===== src/rtl/alu_system_if.sv =====
// ----------------------------------------------------------------------------
// alu_system_if : control and observation bundle for the ALU system datapath
// Revision 1.0 : initial release
// ----------------------------------------------------------------------------
`default_nettype none

interface alu_system_if;
  logic [2:0]  RF_O1Sel;
  logic [2:0]  RF_O2Sel;
  logic [1:0]  RF_FunSel;
  logic [3:0]  RF_RegSel;
  logic [3:0]  RF_TSel;
  logic [3:0]  ALU_FunSel;
  logic [1:0]  ARF_OutASel;
  logic [1:0]  ARF_OutBSel;
  logic [1:0]  ARF_FunSel;
  logic [3:0]  ARF_RegSel;
  logic        IR_LH;
  logic        IR_Enable;
  logic [1:0]  IR_Funsel;
  logic        Mem_WR;
  logic        Mem_CS;
  logic [1:0]  MuxSelA;
  logic [1:0]  MuxSelB;
  logic        MuxCSel;

  logic [7:0]  Out1;
  logic [7:0]  Out2;
  logic [7:0]  ALUOut;
  logic [3:0]  ALUOutFlag;
  logic [7:0]  Address;
  logic [7:0]  MemoryOut;
  logic [15:0] IROut;
  logic [7:0]  MuxAOut;
  logic [7:0]  MuxBOut;
  logic [7:0]  MuxCOut;

  modport master (
    output RF_O1Sel, RF_O2Sel, RF_FunSel, RF_RegSel, RF_TSel, ALU_FunSel,
           ARF_OutASel, ARF_OutBSel, ARF_FunSel, ARF_RegSel,
           IR_LH, IR_Enable, IR_Funsel, Mem_WR, Mem_CS,
           MuxSelA, MuxSelB, MuxCSel,
    input  Out1, Out2, ALUOut, ALUOutFlag, Address, MemoryOut, IROut,
           MuxAOut, MuxBOut, MuxCOut
  );

  modport slave (
    input  RF_O1Sel, RF_O2Sel, RF_FunSel, RF_RegSel, RF_TSel, ALU_FunSel,
           ARF_OutASel, ARF_OutBSel, ARF_FunSel, ARF_RegSel,
           IR_LH, IR_Enable, IR_Funsel, Mem_WR, Mem_CS,
           MuxSelA, MuxSelB, MuxCSel,
    output Out1, Out2, ALUOut, ALUOutFlag, Address, MemoryOut, IROut,
           MuxAOut, MuxBOut, MuxCOut
  );
endinterface

`default_nettype wire


===== src/rtl/alu_system.sv =====
// ----------------------------------------------------------------------------
// alu_system : register file, address register file, IR, ALU and 256x8 memory
// Revision 1.0 : initial release
// ----------------------------------------------------------------------------
`default_nettype none

module alu_system (
  input logic        Clock,
  input logic        Reset,
  alu_system_if.slave bus
);

  // rf index 0-3 = T1-T4, 4-7 = R1-R4; arf index 0-3 = AR, SP, PCpast, PC
  logic [7:0]  rf_q  [8];
  logic [7:0]  rf_d  [8];
  logic [7:0]  arf_q [4];
  logic [7:0]  arf_d [4];
  logic [15:0] ir_q, ir_d;
  logic [3:0]  flag_q, flag_d;
  logic [7:0]  mem [256];

  logic [7:0]  out_a, alu_a, alu_b, alu_res, mem_rd, mux_a, mux_b;
  logic [8:0]  sum9;
  logic        c_new, o_new;
  logic [7:0]  rf_en;
  logic [3:0]  arf_en;

  function automatic logic [7:0] step8(input logic [1:0] fs, input logic [7:0] cur,
                                       input logic [7:0] din);
    case (fs)
      2'b00:   step8 = 8'h00;
      2'b01:   step8 = din;
      2'b10:   step8 = cur - 8'd1;
      default: step8 = cur + 8'd1;
    endcase
  endfunction

  assign bus.Out1    = rf_q[bus.RF_O1Sel];
  assign bus.Out2    = rf_q[bus.RF_O2Sel];
  assign out_a       = arf_q[bus.ARF_OutASel];
  assign bus.Address = arf_q[bus.ARF_OutBSel];
  assign alu_a       = bus.MuxCSel ? out_a : rf_q[bus.RF_O1Sel];
  assign alu_b       = rf_q[bus.RF_O2Sel];
  assign bus.MuxCOut = alu_a;

  always_comb begin
    sum9    = 9'd0;
    alu_res = alu_a;
    c_new   = flag_q[2];
    o_new   = flag_q[0];
    case (bus.ALU_FunSel)
      4'h0: alu_res = alu_a;
      4'h1: alu_res = alu_b;
      4'h2: alu_res = ~alu_a;
      4'h3: alu_res = ~alu_b;
      4'h4, 4'h5: begin
        sum9    = {1'b0, alu_a} + {1'b0, alu_b} +
                  {8'd0, (bus.ALU_FunSel == 4'h5) & flag_q[2]};
        alu_res = sum9[7:0];
        c_new   = sum9[8];
        o_new   = (alu_a[7] == alu_b[7]) && (sum9[7] != alu_a[7]);
      end
      4'h6: begin
        sum9    = {1'b0, alu_a} + {1'b0, ~alu_b} + 9'd1;
        alu_res = sum9[7:0];
        c_new   = sum9[8];
        o_new   = (alu_a[7] != alu_b[7]) && (sum9[7] != alu_a[7]);
      end
      4'h7: alu_res = alu_a & alu_b;
      4'h8: alu_res = alu_a | alu_b;
      4'h9: alu_res = alu_a ^ alu_b;
      4'hA: begin alu_res = {alu_a[6:0], 1'b0};     c_new = alu_a[7]; end
      4'hB: begin alu_res = {1'b0, alu_a[7:1]};     c_new = alu_a[0]; end
      4'hC: begin
        alu_res = {alu_a[6:0], 1'b0};
        c_new   = alu_a[7];
        o_new   = alu_a[7] ^ alu_a[6];
      end
      4'hD: begin alu_res = {alu_a[7], alu_a[7:1]}; c_new = alu_a[0]; end
      4'hE: begin alu_res = {alu_a[6:0], flag_q[2]}; c_new = alu_a[7]; end
      default: begin alu_res = {flag_q[2], alu_a[7:1]}; c_new = alu_a[0]; end
    endcase
    flag_d = {alu_res == 8'h00, c_new, alu_res[7], o_new};
  end

  assign bus.ALUOut     = alu_res;
  assign bus.ALUOutFlag = flag_q;
  assign bus.IROut      = ir_q;

  assign mem_rd        = (!bus.Mem_CS && !bus.Mem_WR) ? mem[bus.Address] : 8'h00;
  assign bus.MemoryOut = mem_rd;

  always_comb begin
    case (bus.MuxSelA)
      2'b00:   mux_a = alu_res;
      2'b01:   mux_a = mem_rd;
      2'b10:   mux_a = ir_q[7:0];
      default: mux_a = out_a;
    endcase
    case (bus.MuxSelB)
      2'b00:   mux_b = alu_res;
      2'b01:   mux_b = mem_rd;
      2'b10:   mux_b = ir_q[7:0];
      default: mux_b = out_a;
    endcase
  end

  assign bus.MuxAOut = mux_a;
  assign bus.MuxBOut = mux_b;

  // Enable vectors reordered so bit i gates storage index i
  assign rf_en  = {bus.RF_RegSel[0], bus.RF_RegSel[1], bus.RF_RegSel[2], bus.RF_RegSel[3],
                   bus.RF_TSel[0],   bus.RF_TSel[1],   bus.RF_TSel[2],   bus.RF_TSel[3]};
  assign arf_en = {bus.ARF_RegSel[3], bus.ARF_RegSel[0], bus.ARF_RegSel[1], bus.ARF_RegSel[2]};

  always_comb begin
    for (int i = 0; i < 8; i++) begin
      rf_d[i] = rf_en[i] ? step8(bus.RF_FunSel, rf_q[i], mux_a) : rf_q[i];
    end
    for (int i = 0; i < 4; i++) begin
      arf_d[i] = arf_en[i] ? step8(bus.ARF_FunSel, arf_q[i], mux_b) : arf_q[i];
    end
    ir_d = ir_q;
    if (bus.IR_Enable) begin
      case (bus.IR_Funsel)
        2'b00:   ir_d = 16'h0000;
        2'b01:   ir_d = bus.IR_LH ? {mem_rd, ir_q[7:0]} : {ir_q[15:8], mem_rd};
        2'b10:   ir_d = ir_q - 16'd1;
        default: ir_d = ir_q + 16'd1;
      endcase
    end
  end

  always_ff @(posedge Clock) begin
    if (!Reset) begin
      for (int i = 0; i < 8; i++) rf_q[i]  <= 8'h00;
      for (int i = 0; i < 4; i++) arf_q[i] <= 8'h00;
      ir_q   <= 16'h0000;
      flag_q <= 4'h0;
    end else begin
      for (int i = 0; i < 8; i++) rf_q[i]  <= rf_d[i];
      for (int i = 0; i < 4; i++) arf_q[i] <= arf_d[i];
      ir_q   <= ir_d;
      flag_q <= flag_d;
    end
  end

  // Memory is never cleared and ignores writes while reset is asserted
  always_ff @(posedge Clock) begin
    if (Reset && !bus.Mem_CS && bus.Mem_WR) begin
      mem[bus.Address] <= alu_res;
    end
  end

endmodule

`default_nettype wire


===== src/flat_wrapper.sv =====
// flat-port wrapper written by rule: the top's interface ports become plain ports
module alu_system_flat 
  (Clock, Reset, bus_RF_O1Sel, bus_RF_O2Sel, bus_RF_FunSel, bus_RF_RegSel, bus_RF_TSel, bus_ALU_FunSel, bus_ARF_OutASel, bus_ARF_OutBSel, bus_ARF_FunSel, bus_ARF_RegSel, bus_IR_LH, bus_IR_Enable, bus_IR_Funsel, bus_Mem_WR, bus_Mem_CS, bus_MuxSelA, bus_MuxSelB, bus_MuxCSel, bus_Out1, bus_Out2, bus_ALUOut, bus_ALUOutFlag, bus_Address, bus_MemoryOut, bus_IROut, bus_MuxAOut, bus_MuxBOut, bus_MuxCOut);
  alu_system_if bus_i ();
  input logic Clock;
  input logic Reset;
  input wire logic [$bits(bus_i.RF_O1Sel)-1:0] bus_RF_O1Sel;
  input wire logic [$bits(bus_i.RF_O2Sel)-1:0] bus_RF_O2Sel;
  input wire logic [$bits(bus_i.RF_FunSel)-1:0] bus_RF_FunSel;
  input wire logic [$bits(bus_i.RF_RegSel)-1:0] bus_RF_RegSel;
  input wire logic [$bits(bus_i.RF_TSel)-1:0] bus_RF_TSel;
  input wire logic [$bits(bus_i.ALU_FunSel)-1:0] bus_ALU_FunSel;
  input wire logic [$bits(bus_i.ARF_OutASel)-1:0] bus_ARF_OutASel;
  input wire logic [$bits(bus_i.ARF_OutBSel)-1:0] bus_ARF_OutBSel;
  input wire logic [$bits(bus_i.ARF_FunSel)-1:0] bus_ARF_FunSel;
  input wire logic [$bits(bus_i.ARF_RegSel)-1:0] bus_ARF_RegSel;
  input wire logic [$bits(bus_i.IR_LH)-1:0] bus_IR_LH;
  input wire logic [$bits(bus_i.IR_Enable)-1:0] bus_IR_Enable;
  input wire logic [$bits(bus_i.IR_Funsel)-1:0] bus_IR_Funsel;
  input wire logic [$bits(bus_i.Mem_WR)-1:0] bus_Mem_WR;
  input wire logic [$bits(bus_i.Mem_CS)-1:0] bus_Mem_CS;
  input wire logic [$bits(bus_i.MuxSelA)-1:0] bus_MuxSelA;
  input wire logic [$bits(bus_i.MuxSelB)-1:0] bus_MuxSelB;
  input wire logic [$bits(bus_i.MuxCSel)-1:0] bus_MuxCSel;
  output wire logic [$bits(bus_i.Out1)-1:0] bus_Out1;
  output wire logic [$bits(bus_i.Out2)-1:0] bus_Out2;
  output wire logic [$bits(bus_i.ALUOut)-1:0] bus_ALUOut;
  output wire logic [$bits(bus_i.ALUOutFlag)-1:0] bus_ALUOutFlag;
  output wire logic [$bits(bus_i.Address)-1:0] bus_Address;
  output wire logic [$bits(bus_i.MemoryOut)-1:0] bus_MemoryOut;
  output wire logic [$bits(bus_i.IROut)-1:0] bus_IROut;
  output wire logic [$bits(bus_i.MuxAOut)-1:0] bus_MuxAOut;
  output wire logic [$bits(bus_i.MuxBOut)-1:0] bus_MuxBOut;
  output wire logic [$bits(bus_i.MuxCOut)-1:0] bus_MuxCOut;
  assign bus_i.RF_O1Sel = bus_RF_O1Sel;
  assign bus_i.RF_O2Sel = bus_RF_O2Sel;
  assign bus_i.RF_FunSel = bus_RF_FunSel;
  assign bus_i.RF_RegSel = bus_RF_RegSel;
  assign bus_i.RF_TSel = bus_RF_TSel;
  assign bus_i.ALU_FunSel = bus_ALU_FunSel;
  assign bus_i.ARF_OutASel = bus_ARF_OutASel;
  assign bus_i.ARF_OutBSel = bus_ARF_OutBSel;
  assign bus_i.ARF_FunSel = bus_ARF_FunSel;
  assign bus_i.ARF_RegSel = bus_ARF_RegSel;
  assign bus_i.IR_LH = bus_IR_LH;
  assign bus_i.IR_Enable = bus_IR_Enable;
  assign bus_i.IR_Funsel = bus_IR_Funsel;
  assign bus_i.Mem_WR = bus_Mem_WR;
  assign bus_i.Mem_CS = bus_Mem_CS;
  assign bus_i.MuxSelA = bus_MuxSelA;
  assign bus_i.MuxSelB = bus_MuxSelB;
  assign bus_i.MuxCSel = bus_MuxCSel;
  assign bus_Out1 = bus_i.Out1;
  assign bus_Out2 = bus_i.Out2;
  assign bus_ALUOut = bus_i.ALUOut;
  assign bus_ALUOutFlag = bus_i.ALUOutFlag;
  assign bus_Address = bus_i.Address;
  assign bus_MemoryOut = bus_i.MemoryOut;
  assign bus_IROut = bus_i.IROut;
  assign bus_MuxAOut = bus_i.MuxAOut;
  assign bus_MuxBOut = bus_i.MuxBOut;
  assign bus_MuxCOut = bus_i.MuxCOut;
  alu_system u_core (.Clock(Clock), .Reset(Reset), .bus(bus_i));
endmodule

===== config.mk =====
export PLATFORM = sky130hd
export DESIGN_NAME = alu_system_flat
export DESIGN_NICKNAME = d
export VERILOG_FILES = /design/src/rtl/alu_system_if.sv /design/src/rtl/alu_system.sv /design/src/flat_wrapper.sv
export SDC_FILE = /design/constraint.sdc
export NUM_CORES = 2
export LEC_CHECK = 0
export ABC_CLOCK_PERIOD_IN_PS = 55200
export CAP_MARGIN = 20
export CORE_ASPECT_RATIO = 0.9
export CORE_UTILIZATION = 50
export CTS_BUF_LIST = sky130_fd_sc_hd__clkbuf_2
export DETAILED_ROUTE_END_ITERATION = 16
export PLACE_DENSITY = 0.66
export SETUP_SLACK_MARGIN = 0.3
export SLEW_MARGIN = 20
export SYNTH_ARGS = -nofsm -noshare
export SYNTH_HDL_FRONTEND = slang
export SYNTH_SLANG_ARGS = --single-unit
export TNS_END_PERCENT = 10

===== constraint.sdc =====
create_clock -name Clock -period 55.2 [get_ports Clock]
set_input_delay 16.56 -clock Clock [delete_from_list [all_inputs] [get_ports Clock]]
set_output_delay 16.56 -clock Clock [all_outputs]
set_load 0.1 [all_outputs]

### Word-level counts from Yosys, hierarchy flattened

Memories as Yosys holds them, arrays and structs flattened.
Index checks and enable logic that the tools add are counted.

* output and inout bits: 84
* memory bits (writable): 2144
* memories kept: 3
* input port bits: 43
* bits in registers: 20

* reduce and logical (&&, ||, !) cells: 21
* $add $sub $neg: 30
* eq/ne operators: 30
* muxes and demuxes: 49
* bitwise logic cells: 19

Memories
* u_core.mem: depth 256, bits a word 8, read ports 1, clocked after memory_dff 0, wr ports 1, RTL line alu_system.sv:20 `logic [7:0] mem [256];`
* u_core.rf_q: depth 8, bits a word 8, read ports 10, clocked after memory_dff 0, wr ports 8, RTL line alu_system.sv:14 `logic [7:0] rf_q [8];`
* u_core.arf_q: depth 4, bits a word 8, read ports 6, clocked after memory_dff 0, wr ports 4, RTL line alu_system.sv:16 `logic [7:0] arf_q [4];`

Operators by type and width (count)
* 8-bit case mux with 3 select lines: 14
* 8-bit two-way mux: 26
* 8-bit case mux with 13 select lines: 1
* 8-bit by 1-bit adder with 8-bit output (second input constant): 12
* 8-bit by 1-bit subtractor with 8-bit output (second input constant): 12
* 16-bit case mux with 3 select lines: 1
* 4-bit == test (second input constant): 7
* 8-bit by 8-bit adder with 9-bit output: 2
* 16-bit by 1-bit adder with 16-bit output (second input constant): 1
* 4-bit by 3-bit == test with 1-bit output (second input constant): 4
* 16-bit two-way mux: 1
* 8-bit inverter: 2
* 16-bit by 1-bit subtractor with 16-bit output (second input constant): 1
* 1-bit OR: 12
* 2-bit by 1-bit == test with 1-bit output (second input constant): 5
* 2-bit == test (second input constant): 5
* 2-bit logical NOT: 5
* 9-bit by 1-bit adder with 9-bit output: 1
* 9-bit by 1-bit adder with 9-bit output (second input constant): 1
* 8-bit bitwise AND: 1
* 4-bit by 2-bit == test with 1-bit output (second input constant): 2
* 8-bit logical NOT: 1
* 8-bit OR: 1
* 8-bit XOR: 1
* 17 further kinds: 30

### Longest topological paths before layout

An unclocked memory read counts as a cell.

* depth after elaboration: 9
* gate-level depth with buffers: 20

### Worst setup path after synthesis

OpenSTA, ideal clock, no wires.

* path kind: input-to-output
* start: in bus_RF_O1Sel[0]
* end: out bus_MuxBOut[2]
* required time: 38.640 ns
* stages: 9
* buffers on the path: 2
* arrival time: 34.135 ns
* slack: 4.505 ns
* cells stage by stage: clkbuf_1 -> buf_2 -> mux4_2 -> mux2i_1 -> o21a_1 -> xor2_1 -> o21ai_0 -> a221oi_1 -> inv_1

* word-level cells in the longest chain between the ends: 6

RTL lines
* start: declaration: RTL line flat_wrapper.sv:7 `input wire logic [$bits(bus_i.RF_O1Sel)-1:0] bus_RF_O1Sel;`
* memory 8 x 8 bit (*)
* 8-bit two-way mux (*): RTL line alu_system.sv:42 `assign alu_a = bus.MuxCSel ? out_a : rf_q[bus.RF_O1Sel];`
* 8-bit by 8-bit adder with 9-bit output, on equally long branches: RTL line alu_system.sv:64, alu_system.sv:57
* 9-bit by 1-bit adder with 9-bit output, on equally long branches: RTL line alu_system.sv:64, alu_system.sv:57
* 8-bit case mux with 13 select lines (*): RTL line alu_system.sv:51 `case (bus.ALU_FunSel)`
* via bus_ALUOut[2]: RTL line flat_wrapper.sv:27 `output wire logic [$bits(bus_i.ALUOut)-1:0] bus_ALUOut;`
* 8-bit case mux with 3 select lines (*): RTL line alu_system.sv:100 `case (bus.MuxSelB)`
* end: declaration: RTL line flat_wrapper.sv:33 `output wire logic [$bits(bus_i.MuxBOut)-1:0] bus_MuxBOut;`

The timed path passes the listed nets; every way through them passes the cells marked *.

### Worst setup path after layout

* start: in bus_ARF_OutBSel[1]
* end: out bus_MuxAOut[1]

* word-level cells in the longest chain between the ends: 4

RTL lines
* start: declaration: RTL line flat_wrapper.sv:14 `input wire logic [$bits(bus_i.ARF_OutBSel)-1:0] bus_ARF_OutBSel;`
* memory 4 x 8 bit
* memory 256 x 8 bit
* 8-bit two-way mux: RTL line alu_system.sv:90 `assign mem_rd = (!bus.Mem_CS && !bus.Mem_WR) ? mem[bus.Address] : 8'h00;`
* 8-bit case mux with 3 select lines: RTL line alu_system.sv:94 `case (bus.MuxSelA)`
* end: declaration: RTL line flat_wrapper.sv:32 `output wire logic [$bits(bus_i.MuxAOut)-1:0] bus_MuxAOut;`

Every way passes these cells.

==> flow_metrics.py <==
metrics = {
    "run_status": {
        "outcome": "completed",
    },
    "drt": {
        "routed_wirelength_um": 299000,
        "vias_per_cell": 6.36,
        "first_pass_iters": 6,
        "drt_iter0_markers": 9907,
        "avgRoutedWirePerCell_um": 30.4,
        "ant_nets": 0,
        "vias": 62600,
        "drc": 0,
    },
    "logic_synthesis": {
        "yosys-top-cells-area": "edfxtp_1 65%, mux2i_1 6.3%, nand2_1 3.2%",
        "syn_area_per_cell_um2": 14.4,
        "ys.flop_type": "edfxtp_1",
        "syn_nets": 6705,
        "ys_ff_latch": 2164,
        "yosysTopAreaCell": "edfxtp_1",
        "netlist_area_um2": 94100,
        "synthArstFlopShare": 0,
        "yosysWarnings": 0,
        "yosysSeqAreaShare": 0.678,
        "synth_edf_count": 2048,
        "synth.distinct_cells": 84,
        "syn_inst": 6535,
        "synthDominantCellAreaShare": 0.653,
    },
    "sta": {
        "setup_viol": 0,
        "fin_crit_ns": 42.35,
        "fin_hold_ws_ns": 0.576,
        "drv_slew": 0,
        "rsz0062_at_grt": "no",
        "slew_headroom": 0.152,
        "fin_tns_setup_ns": 0,
        "worst_pin_slew_ns": 1.26,
        "fin_crit_sh": 0.767,
        "max_clock_freq_mhz": 23.6,
        "finClkSkew_ns": 0.173,
        "finalHoldViolCount": 0,
    },
    "floorplan": {
        "dieArea_um2": 190000,
        "start_util": 0.505,
        "die_w_um": 459,
        "row_count": 150,
        "core_area_um2": 186000,
        "pin_count": 127,
        "floorplan.die.height_um": 414,
    },
    "place": {
        "gp_congestion": 0.940,
        "placed_cell_area_um2": 97700,
        "portBuffers": 126,
        "hpwlAfterDp_um": 185000,
    },
    "final_layout": {
        "final_util": 0.549,
        "stdcell_area_um2": 102000,
        "syn_to_final_growth_pct": 8.74,
        "layout-drive-gt1-share": 0.168,
        "final_nets": 7126,
        "fillCellCount": 15200,
    },
    "grt": {
        "antenna_found_initial": 28,
        "grt_max_degree": 217,
        "met3_usage": 0.0820,
        "grt_overflow": 0,
        "track_usage": 0.311,
        "grt_pass1_vias": 58700,
        "grt_pass1_wl_um": 422000,
        "grt_util_met1": 0.434,
        "use_met2": 0.451,
        "grt-busiest-layer": "met2",
    },
    "power": {
        "power_density_nw_per_um2": 33.9,
        "ir_drop_uv": 25.2,
        "power_w": 0.00347,
        "leakagePower_nw": 34.6,
    },
    "critical_path": {
        "crit_arrival_ns": 25.79,
        "critical_path_class": "in -> out",
        "cp_slowest_stage_delay_ns": 1.13,
        "cp-end-kind": "output port",
        "cp_cell_sequence": "clkdlybuf4s50_1, mux2i_1, mux2_8, inv_16, buf_4, buf_4, buf_4, buf_4, mux2i_1, nand2_1, nand3_1, nand4_1, o22ai_1, nor4_1, nand2_1, mux4_2, inv_1, clkdlybuf4s50_1",
        "crit_slowest_cell": "clkdlybuf4s50_1",
        "cp_common_cell": "buf_4",
        "worstPathRequired_ns": 38.64,
        "startpoint_type": "input port",
        "crit_path_max_fanout": 147,
    },
    "clock_network": {
        "path_clk_slew_ns": 0.10,
        "cts.sinks": 2164,
        "cts_buffer_depth": 4,
        "cts_made_buffers": 566,
        "post_cts_buffers": 0,
        "root_buffer": "clkbuf_2",
        "post_cts_resized": 0,
        "cts_tree": "yes",
        "ctsHoldBuffers": 0,
        "htree_levels": 6,
        "clk_latency_ns": 1.85,
    },
    "job": {
        "cap_violations": 0,
    },
    "min_path": {
        "hold_class": "reg -> reg",
    },
}
## synth_stat cells, drive strengths merged, types with 18 or more instances
library cell     n
a311o           39
nor3            40
a31oi          148
o21bai          40
nand4           38
and2            37
dfxtp          116
nand3           95
nand2b          24
mux2i          588
xor2            45
a32oi           40
a21oi          148
nand2          813
a2111oi         20
a211oi         168
a22oi           48
ha             111
a21o            22
nor2           406
a311oi          85
nor4            47
nor2b          181
a32o            30
mux2            18
o21ai          117
o22ai           64
xnor2           51
clkbuf         212
edfxtp        2048
inv             96
and3            33
buf            235
mux4           133
a221oi          29
## metrics by stage
step	worst slack, ns	cells
floorplan	4.51	6535
global placement	12.98	8889
detailed placement	12.86	8892
CTS	12.83	9816
global route	12.56	9827
finish	12.85	9837
## layer usage
metal / share of wire / wire (um) / vias to the layer above
li1: - / - / 26400
met1: 0.39 / 116000 / 31000
met2: 0.43 / 130000 / 4442
met3: 0.13 / 38100 / 719
met4: 0.051 / 15200 / 14
met5: 0.00033 / 100 / -
## critical path, delay by kind of cell
family                 cells  cell delay [ns]
buffers and inverters      8             5.50
AO/OA/AOI/OAI              1             0.09
multiplexers               4             1.63
AND/OR/NAND/NOR            5             1.80
## final timing paths
| check | slack [ns] | start | endpoint | cells after the start |
|---|---|---|---|---|
| setup / recovery | 12.85 | bus_ARF_OutBSel[1] | bus_MuxAOut[1] | 18 |
| hold / removal | 0.58 | u_core.bus.IROut[3]$_SDFFE_PN0P_ | u_core.bus.IROut[3]$_SDFFE_PN0P_ | 2 |
| setup reg to reg | 47.27 | u_core.arf_q[0][1]$_SDFFE_PN0P_ | u_core.arf_q[1][2]$_SDFFE_PN0P_ | 15 |
| hold reg to reg | 0.58 | u_core.bus.IROut[3]$_SDFFE_PN0P_ | u_core.bus.IROut[3]$_SDFFE_PN0P_ | 2 |
## registers in the layout, summed over array words and instances (netlist names)
signal	cells
u_core.bus.IROut	16
u_core.rf_q	64
u_core.arf_q	32
u_core.mem	2048
u_core.bus.ALUOutFlag	4
## cell usage in the layout (no fill, tap or decap), types with 41 or more instances in the layout
cell type	count
xor2_1	45
dfxtp_1	116
edfxtp_1	2048
a22oi_1	48
inv_1	90
xnor2_1	51
a31oi_1	140
nor2b_1	174
mux4_2	133
a21oi_1	145
nand2_1	811
nor4_1	41
a211oi_1	168
buf_4	163
clkdlybuf4s50_1	124
ha_1	111
o22ai_1	64
nand3_1	95
nor2_1	402
clkinv_1	100
clkbuf_2	793
o21ai_0	115
a311oi_1	84
mux2i_1	588
## cell families (layout without fill, tap and decap cells)
family,Yosys count,in the layout,share of synthesized area
AND/OR/NAND/NOR,1759,1759,0.0836
buffers and inverters,543,1320,0.0304
flip-flops,2164,2164,0.678
adder cells (fa/ha/maj),127,127,0.0182
other,0,17,0
multiplexers,739,739,0.0965
XOR/XNOR,96,96,0.00893
AO/OA/AOI/OAI,1107,1107,0.0845
## area by class of cell
cell class / instances / area, um^2 / area share
Clock inverter: 131 / 613 / 0.00599
Clock buffer: 793 / 3970 / 0.0388
Inverter: 96 / 402 / 0.00392
Sequential cell: 2164 / 63800 / 0.623
Tap cell: 2508 / 3140 / 0.0307
Multi-Input combinational cell: 3828 / 27700 / 0.271
Timing Repair Buffer: 300 / 2650 / 0.0259
Antenna cell: 17 / 42.5 / 0.000416
## power by group
group	switching (W)	internal, W
registers	0.00000862	0.00188
clock network	0.000653	0.000399
logic	0.000404	0.000131
total	0.00107	0.00241
Power figures use the tool's default switching activity.
